File: src/rtl/rv32_pkg.sv
// Shared RV32I pipeline-control definitions: opcode[6:2] constants, ALUOp classes
// and the per-instruction control bundle carried from ID into EX.
package rv32_pkg;

  localparam int unsigned OPC_W       = 5;
  localparam int unsigned ALUOP_MIN_W = 2;
  localparam int unsigned INST_RD_W   = 5;

  localparam logic [OPC_W-1:0] OPC_OP     = 5'b01100;
  localparam logic [OPC_W-1:0] OPC_OPIMM  = 5'b00100;
  localparam logic [OPC_W-1:0] OPC_LOAD   = 5'b00000;
  localparam logic [OPC_W-1:0] OPC_STORE  = 5'b01000;
  localparam logic [OPC_W-1:0] OPC_BRANCH = 5'b11000;
  localparam logic [OPC_W-1:0] OPC_JAL    = 5'b11011;
  localparam logic [OPC_W-1:0] OPC_JALR   = 5'b11001;
  localparam logic [OPC_W-1:0] OPC_LUI    = 5'b01101;
  localparam logic [OPC_W-1:0] OPC_AUIPC  = 5'b00101;

  localparam logic [ALUOP_MIN_W-1:0] ALUOP_ADD   = 2'b00;
  localparam logic [ALUOP_MIN_W-1:0] ALUOP_BR    = 2'b01;
  localparam logic [ALUOP_MIN_W-1:0] ALUOP_FUNCT = 2'b10;
  localparam logic [ALUOP_MIN_W-1:0] ALUOP_PASSB = 2'b11;

  typedef struct packed {
    logic                   branch;
    logic                   jump;
    logic                   jalr;
    logic                   mem_read;
    logic                   mem_write;
    logic                   mem_to_reg;
    logic                   alu_src;
    logic                   reg_write;
    logic [ALUOP_MIN_W-1:0] alu_op;
  } ctrl_bundle;

  localparam ctrl_bundle CTRL_BUBBLE = '0;

endpackage

File: src/rtl/rv32_main_decode.sv
// Combinational RV32I main decoder: instruction word to control bundle,
// destination register, register-operand usage and illegal flag.
module rv32_main_decode
  import rv32_pkg::*;
(
  input  logic [31:0]          i_inst,
  output ctrl_bundle           o_ctrl,
  output logic [INST_RD_W-1:0] o_rd,
  output logic                 o_uses_rs1,
  output logic                 o_uses_rs2,
  output logic                 o_illegal
);

  logic                 w_has_rd;
  logic [INST_RD_W-1:0] w_inst_rd;
  logic                 w_unused_hi;

  assign w_inst_rd   = i_inst[11:7];
  // Operand fields are compared in the top; funct/imm bits do not affect control.
  assign w_unused_hi = ^i_inst[31:12];

  always_comb begin
    o_ctrl     = CTRL_BUBBLE;
    o_uses_rs1 = 1'b0;
    o_uses_rs2 = 1'b0;
    o_illegal  = 1'b0;
    w_has_rd   = 1'b1;
    if (i_inst[1:0] != 2'b11) begin
      o_illegal = 1'b1;
    end else begin
      case (i_inst[6:2])
        OPC_OP: begin
          o_ctrl.reg_write = 1'b1;
          o_ctrl.alu_op    = ALUOP_FUNCT;
          o_uses_rs1       = 1'b1;
          o_uses_rs2       = 1'b1;
        end
        OPC_OPIMM: begin
          o_ctrl.alu_src   = 1'b1;
          o_ctrl.reg_write = 1'b1;
          o_ctrl.alu_op    = ALUOP_FUNCT;
          o_uses_rs1       = 1'b1;
        end
        OPC_LOAD: begin
          o_ctrl.mem_read   = 1'b1;
          o_ctrl.mem_to_reg = 1'b1;
          o_ctrl.alu_src    = 1'b1;
          o_ctrl.reg_write  = 1'b1;
          o_ctrl.alu_op     = ALUOP_ADD;
          o_uses_rs1        = 1'b1;
        end
        OPC_STORE: begin
          o_ctrl.mem_write = 1'b1;
          o_ctrl.alu_src   = 1'b1;
          o_ctrl.alu_op    = ALUOP_ADD;
          o_uses_rs1       = 1'b1;
          o_uses_rs2       = 1'b1;
          w_has_rd         = 1'b0;
        end
        OPC_BRANCH: begin
          o_ctrl.branch = 1'b1;
          o_ctrl.alu_op = ALUOP_BR;
          o_uses_rs1    = 1'b1;
          o_uses_rs2    = 1'b1;
          w_has_rd      = 1'b0;
        end
        OPC_JAL: begin
          o_ctrl.jump      = 1'b1;
          o_ctrl.reg_write = 1'b1;
          o_ctrl.alu_op    = ALUOP_ADD;
        end
        OPC_JALR: begin
          o_ctrl.jalr      = 1'b1;
          o_ctrl.alu_src   = 1'b1;
          o_ctrl.reg_write = 1'b1;
          o_ctrl.alu_op    = ALUOP_ADD;
          o_uses_rs1       = 1'b1;
        end
        OPC_LUI: begin
          o_ctrl.alu_src   = 1'b1;
          o_ctrl.reg_write = 1'b1;
          o_ctrl.alu_op    = ALUOP_PASSB;
        end
        OPC_AUIPC: begin
          o_ctrl.alu_src   = 1'b1;
          o_ctrl.reg_write = 1'b1;
          o_ctrl.alu_op    = ALUOP_ADD;
        end
        default: o_illegal = 1'b1;
      endcase
    end
    if (o_illegal) begin
      w_has_rd = 1'b0;
    end
    // Writes to x0 are architecturally discarded, so never request them.
    if (w_inst_rd == '0) begin
      o_ctrl.reg_write = 1'b0;
    end
    o_rd = w_has_rd ? w_inst_rd : '0;
  end

endmodule

File: src/rtl/rv32_pipe_ctrl.sv
// Pipelined RV32I control: ID decode, load-use stall, taken-branch flush and the
// ID/EX, EX/MEM, MEM/WB control registers.
module rv32_pipe_ctrl
  import rv32_pkg::*;
#(
  parameter int unsigned REG_ADDR_W = 5,
  parameter int unsigned ALUOP_W    = 2,
  parameter bit          HAZARD_EN  = 1'b1
) (
  input  logic                  clk,
  input  logic                  rst,
  input  logic [31:0]           id_inst,
  input  logic                  id_valid,
  input  logic                  ex_branch_taken,
  output logic                  pc_write,
  output logic                  ifid_write,
  output logic                  ifid_flush,
  output logic                  ex_branch,
  output logic                  ex_jump,
  output logic                  ex_jalr,
  output logic                  ex_mem_read,
  output logic                  ex_mem_write,
  output logic                  ex_mem_to_reg,
  output logic                  ex_alu_src,
  output logic                  ex_reg_write,
  output logic [ALUOP_W-1:0]    ex_alu_op,
  output logic [REG_ADDR_W-1:0] ex_rd,
  output logic                  ex_illegal,
  output logic                  mem_mem_read,
  output logic                  mem_mem_write,
  output logic                  mem_mem_to_reg,
  output logic                  mem_reg_write,
  output logic                  mem_link,
  output logic [REG_ADDR_W-1:0] mem_rd,
  output logic                  wb_reg_write,
  output logic                  wb_mem_to_reg,
  output logic                  wb_link,
  output logic [REG_ADDR_W-1:0] wb_rd
);

  ctrl_bundle           w_dec_ctrl;
  logic [INST_RD_W-1:0] w_dec_rd;
  logic                 w_uses_rs1;
  logic                 w_uses_rs2;
  logic                 w_dec_illegal;
  logic [REG_ADDR_W-1:0] w_rs1;
  logic [REG_ADDR_W-1:0] w_rs2;
  logic                 w_load_use;
  logic                 w_bubble;

  ctrl_bundle            r_ex;
  logic [REG_ADDR_W-1:0] r_ex_rd;
  logic                  r_ex_illegal;
  logic                  r_mem_mem_read;
  logic                  r_mem_mem_write;
  logic                  r_mem_mem_to_reg;
  logic                  r_mem_reg_write;
  logic                  r_mem_link;
  logic [REG_ADDR_W-1:0] r_mem_rd;
  logic                  r_wb_reg_write;
  logic                  r_wb_mem_to_reg;
  logic                  r_wb_link;
  logic [REG_ADDR_W-1:0] r_wb_rd;

  rv32_main_decode u_dec (
    .i_inst     (id_inst),
    .o_ctrl     (w_dec_ctrl),
    .o_rd       (w_dec_rd),
    .o_uses_rs1 (w_uses_rs1),
    .o_uses_rs2 (w_uses_rs2),
    .o_illegal  (w_dec_illegal)
  );

  assign w_rs1 = REG_ADDR_W'(id_inst[19:15]);
  assign w_rs2 = REG_ADDR_W'(id_inst[24:20]);

  // Load in EX whose result a consumer in ID needs before it leaves MEM.
  assign w_load_use = HAZARD_EN && id_valid && r_ex.mem_read && (r_ex_rd != '0) &&
                      ((w_uses_rs1 && (r_ex_rd == w_rs1)) ||
                       (w_uses_rs2 && (r_ex_rd == w_rs2)));

  assign w_bubble = ex_branch_taken || w_load_use || !id_valid;

  // Flush beats stall: the instruction in ID is on the wrong path anyway.
  always_comb begin
    pc_write   = 1'b1;
    ifid_write = 1'b1;
    ifid_flush = 1'b0;
    if (ex_branch_taken) begin
      ifid_flush = 1'b1;
    end else if (w_load_use) begin
      pc_write   = 1'b0;
      ifid_write = 1'b0;
    end
  end

  always_ff @(posedge clk) begin
    if (rst) begin
      r_ex             <= CTRL_BUBBLE;
      r_ex_rd          <= '0;
      r_ex_illegal     <= 1'b0;
      r_mem_mem_read   <= 1'b0;
      r_mem_mem_write  <= 1'b0;
      r_mem_mem_to_reg <= 1'b0;
      r_mem_reg_write  <= 1'b0;
      r_mem_link       <= 1'b0;
      r_mem_rd         <= '0;
      r_wb_reg_write   <= 1'b0;
      r_wb_mem_to_reg  <= 1'b0;
      r_wb_link        <= 1'b0;
      r_wb_rd          <= '0;
    end else begin
      if (w_bubble) begin
        r_ex         <= CTRL_BUBBLE;
        r_ex_rd      <= '0;
        r_ex_illegal <= 1'b0;
      end else begin
        r_ex         <= w_dec_ctrl;
        r_ex_rd      <= REG_ADDR_W'(w_dec_rd);
        r_ex_illegal <= w_dec_illegal;
      end
      r_mem_mem_read   <= r_ex.mem_read;
      r_mem_mem_write  <= r_ex.mem_write;
      r_mem_mem_to_reg <= r_ex.mem_to_reg;
      r_mem_reg_write  <= r_ex.reg_write;
      r_mem_link       <= r_ex.jump | r_ex.jalr;
      r_mem_rd         <= r_ex_rd;
      r_wb_reg_write   <= r_mem_reg_write;
      r_wb_mem_to_reg  <= r_mem_mem_to_reg;
      r_wb_link        <= r_mem_link;
      r_wb_rd          <= r_mem_rd;
    end
  end

  assign ex_branch      = r_ex.branch;
  assign ex_jump        = r_ex.jump;
  assign ex_jalr        = r_ex.jalr;
  assign ex_mem_read    = r_ex.mem_read;
  assign ex_mem_write   = r_ex.mem_write;
  assign ex_mem_to_reg  = r_ex.mem_to_reg;
  assign ex_alu_src     = r_ex.alu_src;
  assign ex_reg_write   = r_ex.reg_write;
  assign ex_alu_op      = ALUOP_W'(r_ex.alu_op);
  assign ex_rd          = r_ex_rd;
  assign ex_illegal     = r_ex_illegal;
  assign mem_mem_read   = r_mem_mem_read;
  assign mem_mem_write  = r_mem_mem_write;
  assign mem_mem_to_reg = r_mem_mem_to_reg;
  assign mem_reg_write  = r_mem_reg_write;
  assign mem_link       = r_mem_link;
  assign mem_rd         = r_mem_rd;
  assign wb_reg_write   = r_wb_reg_write;
  assign wb_mem_to_reg  = r_wb_mem_to_reg;
  assign wb_link        = r_wb_link;
  assign wb_rd          = r_wb_rd;

endmodule

File: config.mk
export PLATFORM = sky130hd
export DESIGN_NAME = rv32_pipe_ctrl
export DESIGN_NICKNAME = d
export VERILOG_FILES = /design/src/rtl/rv32_pkg.sv /design/src/rtl/rv32_main_decode.sv /design/src/rtl/rv32_pipe_ctrl.sv
export SDC_FILE = /design/constraint.sdc
export NUM_CORES = 1
export LEC_CHECK = 0
export ABC_AREA = 1
export CAP_MARGIN = 0
export CELL_PAD_IN_SITES_DETAIL_PLACEMENT = 1
export CELL_PAD_IN_SITES_GLOBAL_PLACEMENT = 2
export CORE_ASPECT_RATIO = 2
export CORE_MARGIN = 2
export CORE_UTILIZATION = 20
export CTS_CLUSTER_DIAMETER = 150
export CTS_CLUSTER_SIZE = 14
export DETAILED_ROUTE_END_ITERATION = 12
export PLACE_DENSITY_LB_ADDON = 0.1
export SYNTH_ARGS = -nofsm -noshare
export SYNTH_HDL_FRONTEND = slang
export SYNTH_HIERARCHICAL = 1
export SYNTH_SLANG_ARGS = --single-unit
File: constraint.sdc
create_clock -name clk -period 2.42 [get_ports clk]
set_clock_uncertainty 0.1 [all_clocks]
set_input_delay 0.484 -clock clk [delete_from_list [all_inputs] [get_ports clk]]
set_output_delay 0.484 -clock clk [all_outputs]
set_load 0.02 [all_outputs]
==> impl_metrics.py <==
metrics = {
    "die": {
        "die_area_sq_um": 8340,
        "rows": 45,
        "initial_core_util_pct": 20.3,
        "die_y_um": 127,
        "fp.dieW_um": 65.6,
        "top_level_ports": 73,
        "core_area_sq_um": 7490,
    },
    "cells_and_area": {
        "area_delta_synth_final_pct": 75.9,
        "n_antenna_cell": 0,
        "drive_gt1_share_pct": 24.5,
        "fin_util_pct": 35.7,
        "regArea_sq_um": 681,
        "mostFrequentLayoutCell": "inv_1",
        "nFillCells": 913,
        "nets": 353,
        "multi_input_comb_area_sq_um": 637,
        "layout_common_cells": "inv_1 (51), nor2_1 (48), clkdlybuf4s50_1 (43)",
    },
    "synth": {
        "syn_avg_cell_area_sq_um": 6.87,
        "yosys_warnings": 6,
        "synth_cells": 221,
        "yosys.cell_types.count": 24,
        "synth-seq-cells": 34,
        "async_reset_ff_share_pct": 0,
        "seq_area_frac_synth_pct": 44.8,
        "synth_ff_type": "dfxtp_1",
        "syn_nets": 257,
        "syn_area_sq_um": 1520,
        "synth_edf_count": 0,
    },
    "clocking": {
        "cts_root_buf": "clkbuf_16",
        "postCtsHoldBufs": 0,
        "cts_buffers": 5,
        "worst_skew_pair.late_latency_ns": 0.28,
        "clk_path_buf_depth": 2,
        "cts_tree": "built",
        "cts.clk_slew.worst_paths_ns": 0.05,
        "clock_sinks": 34,
        "h-tree-depth": 2,
    },
    "grt": {
        "grt_antenna_before_repair": 0,
        "grt_first_pass_wirelength_mm": 7.89,
        "grt_max_degree": 19,
        "grt_pass1_vias": 1750,
        "grt_usage_pct": 12.5,
        "overflow": 0,
    },
    "detailed_routing": {
        "ant_nets": 0,
        "drcViolationCount": 0,
        "vias": 1610,
        "routed_wl_mm": 4.66,
        "wl_per_cell_um": 11.3,
        "first_iter_violations": 21,
        "vias_per_cell": 3.91,
        "drtPass1Iterations": 2,
    },
    "worst_hold_path": {
        "hold_path_class": "reg2reg",
        "hold_depth": 2,
    },
    "critical_path": {
        "path_cells": "buf_6 > inv_4 > nand2_4 > buf_4 > buf_4 > buf_4 > buf_4 > buf_4 > buf_4 > buf_4 > buf_4 > buf_4 > buf_4 > buf_4 > buf_4 > buf_4 > nor3_4 > inv_1 > nor2_1",
        "cp-start-kind": "primary input",
        "crit_slowest_cell": "buf_4",
        "crit_top_cell": "buf_4",
        "crit_type": "in2reg",
        "path_max_fanout": 2,
        "reg2reg_depth": 10,
        "cp.required_ns": 2.54,
        "cp-end-kind": "register",
        "max_stage_delay_ns": 0.13,
        "arrival_ns": 2.52,
    },
    "power": {
        "power_density_nw_per_um2": 509,
        "total_power_uw": 1360,
        "ir_worst_vdd_uv": 313,
        "p_leak_uw": 0.00122,
    },
    "timing": {
        "tightest_slew_ns": 0.230,
        "rsz0062_at_grt": "true",
        "setup_violations": 0,
        "hold_viol_final": 0,
        "setup_ws_ns": 0.0175,
        "fin_crit_ns": 2.40,
        "fmax_ghz": 0.416,
        "final_max_slew_viol_count": 0,
        "slew_headroom_pct": 84.6,
        "fin_crit_sh_pct": 99.3,
    },
    "placed_design": {
        "dp_hpwl_mm": 3.43,
        "preCtsSetupSlack_ns": -0.829,
        "io_buffers": 62,
        "routabilityCongestion": 0.754,
    },
    "run_status": {
        "outcome": "completed",
    },
    "run": {
        "cap_viol_max_count": 0,
    },
}
final timing paths:
| check | start | endpoint | slack, ns |
|---|---|---|---|
| worst max register to register | ex_rd[2] | ex_rd[4] | 0.87 |
| worst max-delay path | id_inst[4] | ex_mem_write | 0.02 |
| worst min register to register | mem_mem_to_reg | wb_mem_to_reg | 0.32 |
| worst min-delay path | mem_mem_to_reg | wb_mem_to_reg | 0.32 |
synthesized netlist by cell type (2+ instances only):
master	number	area [sq um]
nand3_1	7	35.0
inv_2	5	18.8
inv_1	51	191
a21oi_1	5	25.0
buf_4	3	22.5
nand4_1	3	18.8
dfxtp_1	34	681
nand2_4	2	22.5
nor2_2	8	50.1
nand2_1	37	139
nor3_1	3	15.0
nor2_1	51	191
metal layers:
layer	vias up	GRT usage, %	wire length, um
met4	0	6.37	120
li1	826	-	-
met5	-	0	0
met1	726	13.1	1850
met3	8	3.17	242
met2	50	22.3	2450
repair_timing:
action | CTS | global route
buffers inserted | 18 | 0
setup endpoints to repair | 2 | 3
pin swaps | 18 | 19
gates resized for setup | 48 | 18
hold endpoints to repair | 0 | 0
worst max-delay path: cells and delay by family:
| kind | cells | cell delay [ns] |
|---|---|---|
| buffers and inverters | 16 | 1.80 |
| AND/OR/NAND/NOR | 3 | 0.23 |
layout make-up:
type	count	share of cell area (%)
clock buffers	7	5.34
clock inverters	1	0.187
inverters	56	8.06
multi-input cells	125	23.9
flip-flops and latches	34	25.5
well taps	94	4.40
repair buffers	95	32.7
report_power, final:
group	internal (uW)	total [uW]	switching, uW
Sequential	562	563	0.793
Clock	407	633	226
Combinational	84.8	162	77.6
kinds of logic (layout without fill, tap and decap cells):
kind of cell	count (synthesis)	in the layout	share of synthesized area, %
AO/OA/AOI/OAI	6	6	2.14
AND/OR/NAND/NOR	119	119	36.4
buffers and inverters	62	159	16.7
flip-flops	34	34	44.8
per-stage QoR:
stage	cell area [sq um]	hold WS (ns)	TNS [ns]	cells
finish	2670	0.317	0	412
global route	2670	0.339	-0.197	412
CTS	2610	0.324	0	412
detailed placement	2330	0.315	-3.18	386
global placement	2330	0.309	-2.17	386
floorplan	1520	0.400	0	221
Power figures use the tool's default switching activity.
